File: src/rtl/power_db_converter.sv
// Power-to-dB converter: Mitchell log2 approximation scaled to dB, per-channel
// offset and saturation. Optional peak hold under POWER_DB_PEAK_HOLD_EN.
module power_db_converter #(
  parameter int DW        = 32,
  parameter int CH        = 4,
  parameter int FRAC_BITS = 8,
  parameter int OUT_W     = 16,
  localparam int CW       = (CH > 1) ? $clog2(CH) : 1
) (
  input  logic                    clk,
  input  logic                    rst_n,
  input  logic                    s_valid,
  output logic                    s_ready,
  input  logic [CW-1:0]           s_ch,
  input  logic [DW-1:0]           s_power,
  output logic                    m_valid,
  input  logic                    m_ready,
  output logic [CW-1:0]           m_ch,
  output logic signed [OUT_W-1:0] m_db,
  output logic                    m_zero,
  input  logic                    cfg_we,
  input  logic [CW-1:0]           cfg_ch,
`ifdef POWER_DB_PEAK_HOLD_EN
  input  logic [CW-1:0]           peak_ch,
  input  logic                    peak_clr,
  output logic signed [OUT_W-1:0] peak_db,
`endif
  input  logic signed [OUT_W-1:0] cfg_offset
);

  localparam int PBW = (DW > 1) ? $clog2(DW) : 1;
  localparam int LW  = PBW + FRAC_BITS;
  localparam int PW  = LW + 19;
  localparam int DDW = PW - 16;
  localparam int SW  = ((DDW > OUT_W) ? DDW : OUT_W) + 2;

  localparam logic [PW-1:0] K   = PW'(197283);
  localparam logic [PW-1:0] RND = PW'(32768);

  localparam logic signed [OUT_W-1:0] OMAX = {1'b0, {(OUT_W-1){1'b1}}};
  localparam logic signed [OUT_W-1:0] OMIN = {1'b1, {(OUT_W-1){1'b0}}};
  localparam logic signed [SW-1:0]    SMAX = SW'(OMAX);
  localparam logic signed [SW-1:0]    SMIN = SW'(OMIN);

  logic en;
  logic v1_q, v2_q, v3_q, v4_q;
  logic z2_q, z3_q, z4_q;
  logic [CW-1:0] c1_q, c2_q, c3_q, c4_q;
  logic [DW-1:0] p1_q;
  logic [LW-1:0] l2_q;
  logic [DDW-1:0] d3_q;
  logic signed [OUT_W-1:0] db4_q;
  logic signed [OUT_W-1:0] off_q [CH];

  logic [CW-1:0] cin;
  logic [PBW-1:0] msb;
  logic [DW+FRAC_BITS-1:0] ext;
  logic [FRAC_BITS-1:0] frac;
  logic [PW-1:0] prod;
  logic signed [SW-1:0] sum;
  logic signed [OUT_W-1:0] db_d;

  assign en      = m_ready || !v4_q;
  assign s_ready = en;
  assign m_valid = v4_q;
  assign m_ch    = c4_q;
  assign m_db    = db4_q;
  assign m_zero  = z4_q;

  assign cin = (32'(s_ch) < CH) ? s_ch : '0;

  // Normalise so the leading one falls off the top; the bits below it remain.
  always_comb begin
    msb = '0;
    for (int i = 0; i < DW; i++) begin
      if (p1_q[i]) msb = PBW'(i);
    end
    ext  = {p1_q, {FRAC_BITS{1'b0}}} << (PBW'(DW - 1) - msb);
    frac = FRAC_BITS'(ext >> (DW - 1));
  end

  assign prod = PW'(l2_q) * K + RND;

  always_comb begin
    sum = $signed(SW'(d3_q)) + SW'(off_q[c3_q]);
    if (z3_q) begin
      db_d = OMIN;
    end else if (sum > SMAX) begin
      db_d = OMAX;
    end else if (sum < SMIN) begin
      db_d = OMIN;
    end else begin
      db_d = OUT_W'(sum);
    end
  end

  always_ff @(posedge clk or negedge rst_n) begin
    if (!rst_n) begin
      v1_q  <= 1'b0;
      v2_q  <= 1'b0;
      v3_q  <= 1'b0;
      v4_q  <= 1'b0;
      z2_q  <= 1'b0;
      z3_q  <= 1'b0;
      z4_q  <= 1'b0;
      c1_q  <= '0;
      c2_q  <= '0;
      c3_q  <= '0;
      c4_q  <= '0;
      p1_q  <= '0;
      l2_q  <= '0;
      d3_q  <= '0;
      db4_q <= '0;
    end else if (en) begin
      v1_q  <= s_valid;
      c1_q  <= cin;
      p1_q  <= s_power;
      v2_q  <= v1_q;
      c2_q  <= c1_q;
      z2_q  <= (p1_q == '0);
      l2_q  <= {msb, frac};
      v3_q  <= v2_q;
      c3_q  <= c2_q;
      z3_q  <= z2_q;
      d3_q  <= DDW'(prod >> 16);
      v4_q  <= v3_q;
      c4_q  <= c3_q;
      z4_q  <= z3_q;
      db4_q <= db_d;
    end
  end

  always_ff @(posedge clk or negedge rst_n) begin
    if (!rst_n) begin
      for (int i = 0; i < CH; i++) off_q[i] <= '0;
    end else if (cfg_we && (32'(cfg_ch) < CH)) begin
      off_q[cfg_ch] <= cfg_offset;
    end
  end

`ifdef POWER_DB_PEAK_HOLD_EN
  logic signed [OUT_W-1:0] peak_q [CH];
  logic upd;

  assign upd     = v4_q && m_ready && !z4_q;
  assign peak_db = (32'(peak_ch) < CH) ? peak_q[peak_ch] : OMIN;

  // A clear coinciding with an update of the same channel takes the new value.
  always_ff @(posedge clk or negedge rst_n) begin
    if (!rst_n) begin
      for (int i = 0; i < CH; i++) peak_q[i] <= OMIN;
    end else begin
      for (int i = 0; i < CH; i++) begin
        if (upd && 32'(c4_q) == i &&
            (db4_q > peak_q[i] || (peak_clr && 32'(peak_ch) == i))) begin
          peak_q[i] <= db4_q;
        end else if (peak_clr && 32'(peak_ch) == i) begin
          peak_q[i] <= OMIN;
        end
      end
    end
  end
`endif

endmodule
File: config.mk
export PLATFORM = sky130hd
export DESIGN_NAME = power_db_converter
export DESIGN_NICKNAME = d
export VERILOG_FILES = /design/src/rtl/power_db_converter.sv
export SDC_FILE = /design/constraint.sdc
export NUM_CORES = 1
export LEC_CHECK = 0
export BUFFER_PORTS_ARGS = -buffer_cell sky130_fd_sc_hd__clkbuf_2
export CAP_MARGIN = 10
export CELL_PAD_IN_SITES_DETAIL_PLACEMENT = 1
export CELL_PAD_IN_SITES_GLOBAL_PLACEMENT = 2
export CORE_MARGIN = 2
export CORE_UTILIZATION = 40
export DETAILED_ROUTE_END_ITERATION = 8
export GPL_TIMING_DRIVEN = 1
export HOLD_SLACK_MARGIN = 0.12
export PLACE_DENSITY_LB_ADDON = 0.1
export SYNTH_ARGS = -nofsm -noshare
export SYNTH_HDL_FRONTEND = slang
export SYNTH_SLANG_ARGS = --single-unit
File: constraint.sdc
create_clock -name clk -period 10 [get_ports clk]
set_input_delay 3 -clock clk [delete_from_list [all_inputs] [get_ports clk]]
set_output_delay 3 -clock clk [all_outputs]
set_load 0.005 [all_outputs]
==> results.json, run 1 <==
{
  "synth_edf_count": 0,
  "fillCellCount": 3232,
  "grt_usage": 0.2120,
  "post_cts_buffers": 0,
  "clk-insertion-delay-late_ps": 430,
  "synthCells": 1146,
  "layout_min_cycle_time_ps": 7262,
  "dp.final_hpwl_mm": 23.20,
  "worstMarginPinSlew_ps": 1032,
  "start_util": 0.4040,
  "wl_per_cell_um": 19.19,
  "cts_buffer_depth": 2,
  "core_area_um2": 28470,
  "grt_pass1_vias": 9235,
  "cts_tree": "yes",
  "drive_gt1_frac": 0.1845,
  "ant_nets": 0,
  "avgSynthCellArea_um2": 10.04,
  "layout_common_cells": "nand2_1, dfrtp_1, ha_1, inv_1, clkbuf_2",
  "final_util": 0.4527,
  "arrival_ps": 4260,
  "crit_path_end": "s_ready",
  "place_congestion": 0.8015,
  "fin_crit_sh": 0.7262,
  "clock.fmax_mhz": 137.7,
  "critPathMaxStageDelay_ps": 570,
  "ys_ff_latch": 156,
  "critical_path_class": "in -> out",
  "drc": 0,
  "gr-total-overflow": 0,
  "path_clk_slew_ps": 80,
  "portBuffers": 77,
  "root_buffer": "clkbuf_16",
  "syn_to_final_growth_pct": 12.04,
  "routed_wl_mm": 30.66,
  "whs_path_depth": 2,
  "skew_ps": 21.33,
  "r2r_end": "d3_q[14]",
  "post-place-ws_ps": 2682,
  "reg2reg_slack_ps": 4420,
  "yosysWarnings": 0,
  "die_area_um2": 30130,
  "die_w_um": 173.6,
  "drv_cap": 0,
  "antenna_found_initial": 0,
  "syn_nets": 1377,
  "ctsHtreeMaxLevel": 4,
  "crit_required_ps": 7000,
  "synthArstFlopShare": 1.000,
  "ctsHoldBuffers": 0,
  "setup_viol": 0,
  "status": "finished, final reports clean",
  "hold_viol": 0,
  "final.setup.tns_ps": 0,
  "cp_common_cell": "clkbuf_2",
  "syn_area_um2": 11500,
  "synthFlopType": "dfrtp_1",
  "diodes": 0,
  "firstDrtPassIters": 5,
  "relSlewSlack": 0.3117,
  "grt_first_pass_wirelength_mm": 50.71,
  "end_kind": "output port",
  "rsz0062_at_grt": "no",
  "final_nets": 1432,
  "reg2reg_from": "l2_q[11]",
  "setup_slack_ps": 2738,
  "path_cells": "clkbuf_2 > nor2b_4 > inv_2 > clkbuf_2",
  "reg2reg_depth": 20,
  "hp-class": "reg -> reg",
  "cts.sinks": 156,
  "startpoint_type": "input port",
  "cts_buffers": 17,
  "drtIter0Drc": 390,
  "routed_via_density": 5.460,
  "cts_resized": 0,
  "num_vias": 8725,
  "seq_area_frac_synth": 0.3394,
  "rows": 62,
  "worst_path_max_delay_cell": "nor2b_4",
  "final-max-slew-violation-count": 0,
  "crit_start": "m_ready",
  "grt_max_degree": 104,
  "path_max_fanout": 30,
  "ioPinCount": 78,
  "synth_cell_types": 71,
  "dieHeight_um": 173.6
}
[cells in the mapped netlist, drive strengths merged, types with 21 or more instances]
master,instances,area [um^2]
a211oi,32,240.2
a21oi,52,264.0
buf,21,105.1
clkbuf,32,120.1
dfrtp,156,3904
fa,36,720.7
ha,138,1727
inv,91,341.6
mux2,67,754.5
mux4,21,473.0
nand2,156,585.6
nor2,53,201.5
nor3,30,150.1
o21ai,54,274.0
[registers in the layout, indices dropped and copies added, names as in the netlist]
register,cells
p1_q,32
m_valid,1
m_ch,2
d3_q,16
l2_q,13
m_zero,1
v2_q,1
c2_q,2
c1_q,2
v3_q,1
z3_q,1
c3_q,2
off_q,64
z2_q,1
m_db,16
v1_q,1
[critical path: cells and delay by family]
kind          cells  cell delay [ps]
simple gates      1              570
buf+inv           3              680
[through the flow]
step	instances	area [um^2]	hold slack, ps
finish	1598	12890	471.3
global route	1598	12890	502.0
CTS	1598	12890	476.0
detailed placement	1566	12270	460.1
global placement	1566	12270	447.2
floorplan	1146	11500	430.0
[worst min path at each step]
stage / startpoint / end / slack (ps)
2_1_floorplan: v3_q / v3_q / 430
3_3_place_gp: v3_q / v3_q / 450
3_5_place_dp: c2_q[1] / c2_q[1] / 460
4_1_cts: c1_q[1] / c2_q[1] / 480
5_1_grt: v3_q / m_valid / 500
6_report: c1_q[1] / c2_q[1] / 470
[area by class of cell]
| class | instances | area (um^2) | area share |
|---|---|---|---|
| clock buffers | 17 | 425.4 | 0.03301 |
| well taps | 384 | 480.5 | 0.03728 |
| inverters | 91 | 341.6 | 0.02650 |
| repair buffers | 89 | 481.7 | 0.03738 |
| flip-flops and latches | 156 | 3904 | 0.3029 |
| multi-input cells | 846 | 7058 | 0.5477 |
| clock inverters | 15 | 196.4 | 0.01524 |
[logic make-up (layout without fill, tap and decap cells)]
kind of cell | count (synthesis) | after routing | synth area share
xor gates and xnor gates | 27 | 27 | 0.02056
DFF | 156 | 156 | 0.3394
buffers and inverters | 144 | 212 | 0.04928
muxes | 93 | 93 | 0.1111
adders and majority gates | 174 | 174 | 0.2128
AOI/OAI and AO/OA | 251 | 251 | 0.1511
and+or+nand+nor | 301 | 301 | 0.1158
[metal layers]
layer,up-vias,track usage,part of all wire
met5,-,0,0
met4,0,0.04237,0.0094
met3,18,0.02018,0.025
met2,116,0.3405,0.46
met1,4372,0.3138,0.50
li1,4219,-,-
Power of run 1 is left out: the tool's default activity adds up to more than one toggle a clock period on the data nets, which glitch-free logic cannot reach.
==> run 2: changes to the inputs <==
==> constraint.sdc (replaced) <==
create_clock -name clk -period 7.56 [get_ports clk]
set_input_delay 2.268 -clock clk [delete_from_list [all_inputs] [get_ports clk]]
set_output_delay 2.268 -clock clk [all_outputs]
set_load 0.005 [all_outputs]
==> run 2 against run 1 <==
Effect of this change:
- global-route usage up 0.75 points
- first-iteration DRC count is 5.4% higher
- register-to-register slack lost 2400 ps
- critical path depth increased by 16
- sequential share of layout area barely moved
- wire length is 3.3% higher
- highest routed layer unchanged
- hold slack got worse by 5.1 ps
- clock skew rose by 4.0 ps
- cell count increased by 0.19%
- sequential cell count is the same
==> results.json, run 2 (same netlist as run 1, synthesis figures left out) <==
{
  "rsz0062_at_grt": "no",
  "die_area_um2": 30130,
  "drtIter0Drc": 411,
  "die_w_um": 173.6,
  "min_from": "v2_q",
  "reg2reg_depth": 20,
  "place_area_um2": 12280,
  "portBuffers": 77,
  "final.setup.tns_ps": 0,
  "startpoint_type": "register",
  "cts.sinks": 156,
  "worstMarginPinSlew_ps": 1069,
  "drive_gt1_frac": 0.1859,
  "ctsHtreeMaxLevel": 4,
  "post-place-ws_ps": 1941,
  "post_cts_buffers": 0,
  "final-max-slew-violation-count": 0,
  "path_clk_slew_ps": 80,
  "gr-total-overflow": 0,
  "arrival_ps": 5820,
  "grt_pass1_vias": 9472,
  "r2r_end": "d3_q[14]",
  "hold_end": "v3_q",
  "grt_usage": 0.2194,
  "drv_cap": 0,
  "place_congestion": 0.8178,
  "cts_resized": 0,
  "reg_top3": "off_q: 64 flops, p1_q: 32 flops",
  "routed_via_density": 5.517,
  "final_nets": 1434,
  "fin_crit_sh": 0.7313,
  "dp_cells": 1568,
  "num_vias": 8833,
  "cts_buffer_depth": 2,
  "grt_first_pass_wirelength_mm": 52.27,
  "ctsHoldBuffers": 0,
  "dieHeight_um": 173.6,
  "clock.fmax_mhz": 180.9,
  "dp.final_hpwl_mm": 23.87,
  "rows": 62,
  "core_area_um2": 28470,
  "antenna_found_initial": 1,
  "routed_wl_mm": 31.67,
  "ant_nets": 0,
  "largest_register": "off_q",
  "cts_buffers": 17,
  "path_max_fanout": 7,
  "ioPinCount": 78,
  "wl_per_cell_um": 19.78,
  "reg2reg_slack_ps": 2030,
  "drc": 0,
  "clk-insertion-delay-late_ps": 440,
  "cts_tree": "yes",
  "setup_slack_ps": 2032,
  "setup_viol": 0,
  "layout_common_cells": "nand2_1, dfrtp_1, ha_1, inv_1, clkbuf_2",
  "layout_min_cycle_time_ps": 5528,
  "finalInstanceArea_um2": 12870,
  "status": "finished, final reports clean",
  "whs_path_depth": 2,
  "hp-class": "reg -> reg",
  "skew_ps": 25.29,
  "grt_max_degree": 108,
  "reg2reg_from": "l2_q[11]",
  "root_buffer": "clkbuf_16",
  "critical_path_class": "reg -> reg",
  "largest_register_ffs": 64,
  "final_cells": 1601,
  "relSlewSlack": 0.2871,
  "hold_viol": 0,
  "start_util": 0.4040,
  "syn_to_final_growth_pct": 11.91,
  "fillCellCount": 3264,
  "firstDrtPassIters": 4,
  "crit_required_ps": 7850,
  "end_kind": "register"
}
## run 2: worst max-delay path by stage
stage               slack [ps]     start       end
floorplan                 2180   m_ready   s_ready
global placement          2150  l2_q[11]  d3_q[14]
detailed placement        1940  l2_q[11]  d3_q[14]
CTS                       1910  l2_q[11]  d3_q[14]
global route              1590  l2_q[11]  d3_q[14]
finish                    2030  l2_q[11]  d3_q[14]
## run 2: area by class of cell
class / instances / area (um^2) / share of cell area
Sequential cell: 156 / 3904 / 0.3033
Antenna cell: 1 / 2.502 / 0.0001944
Multi-Input combinational cell: 846 / 7058 / 0.5483
Clock inverter: 14 / 150.1 / 0.01166
Inverter: 91 / 341.6 / 0.02654
Timing Repair Buffer: 91 / 496.7 / 0.03859
Clock buffer: 18 / 439.2 / 0.03412
Tap cell: 384 / 480.5 / 0.03733
## run 2: critical path: stages (launching register included)
cell,delay [ps]
dfrtp_1,510
inv_1,80
ha_1,330
fa_1,400
inv_1,90
fa_1,410
inv_1,90
fa_1,420
inv_1,90
fa_1,390
ha_1,310
ha_1,310
nand3_1,100
a21boi_0,180
o22a_1,230
a21oi_1,140
a311o_1,370
o311ai_1,530
a21oi_1,180
xor2_1,170
o21ai_1,70
## run 2: metrics by stage
stage,hold WS (ps),utilization
detailed placement,455.9,0.4314
finish,466.1,0.4521
global placement,449.2,0.4314
CTS,474.0,0.4521
global route,492.7,0.4521
floorplan,430.0,-
## run 2: layer usage
layer  up-vias  GRT usage  part of all wire
li1       4224          -                 -
met1      4475     0.3175              0.49
met2       122     0.3575              0.47
met3        12    0.02895             0.027
met4         0    0.03852            0.0063
met5         -          0                 0
Power of run 2 is left out for the same reason.
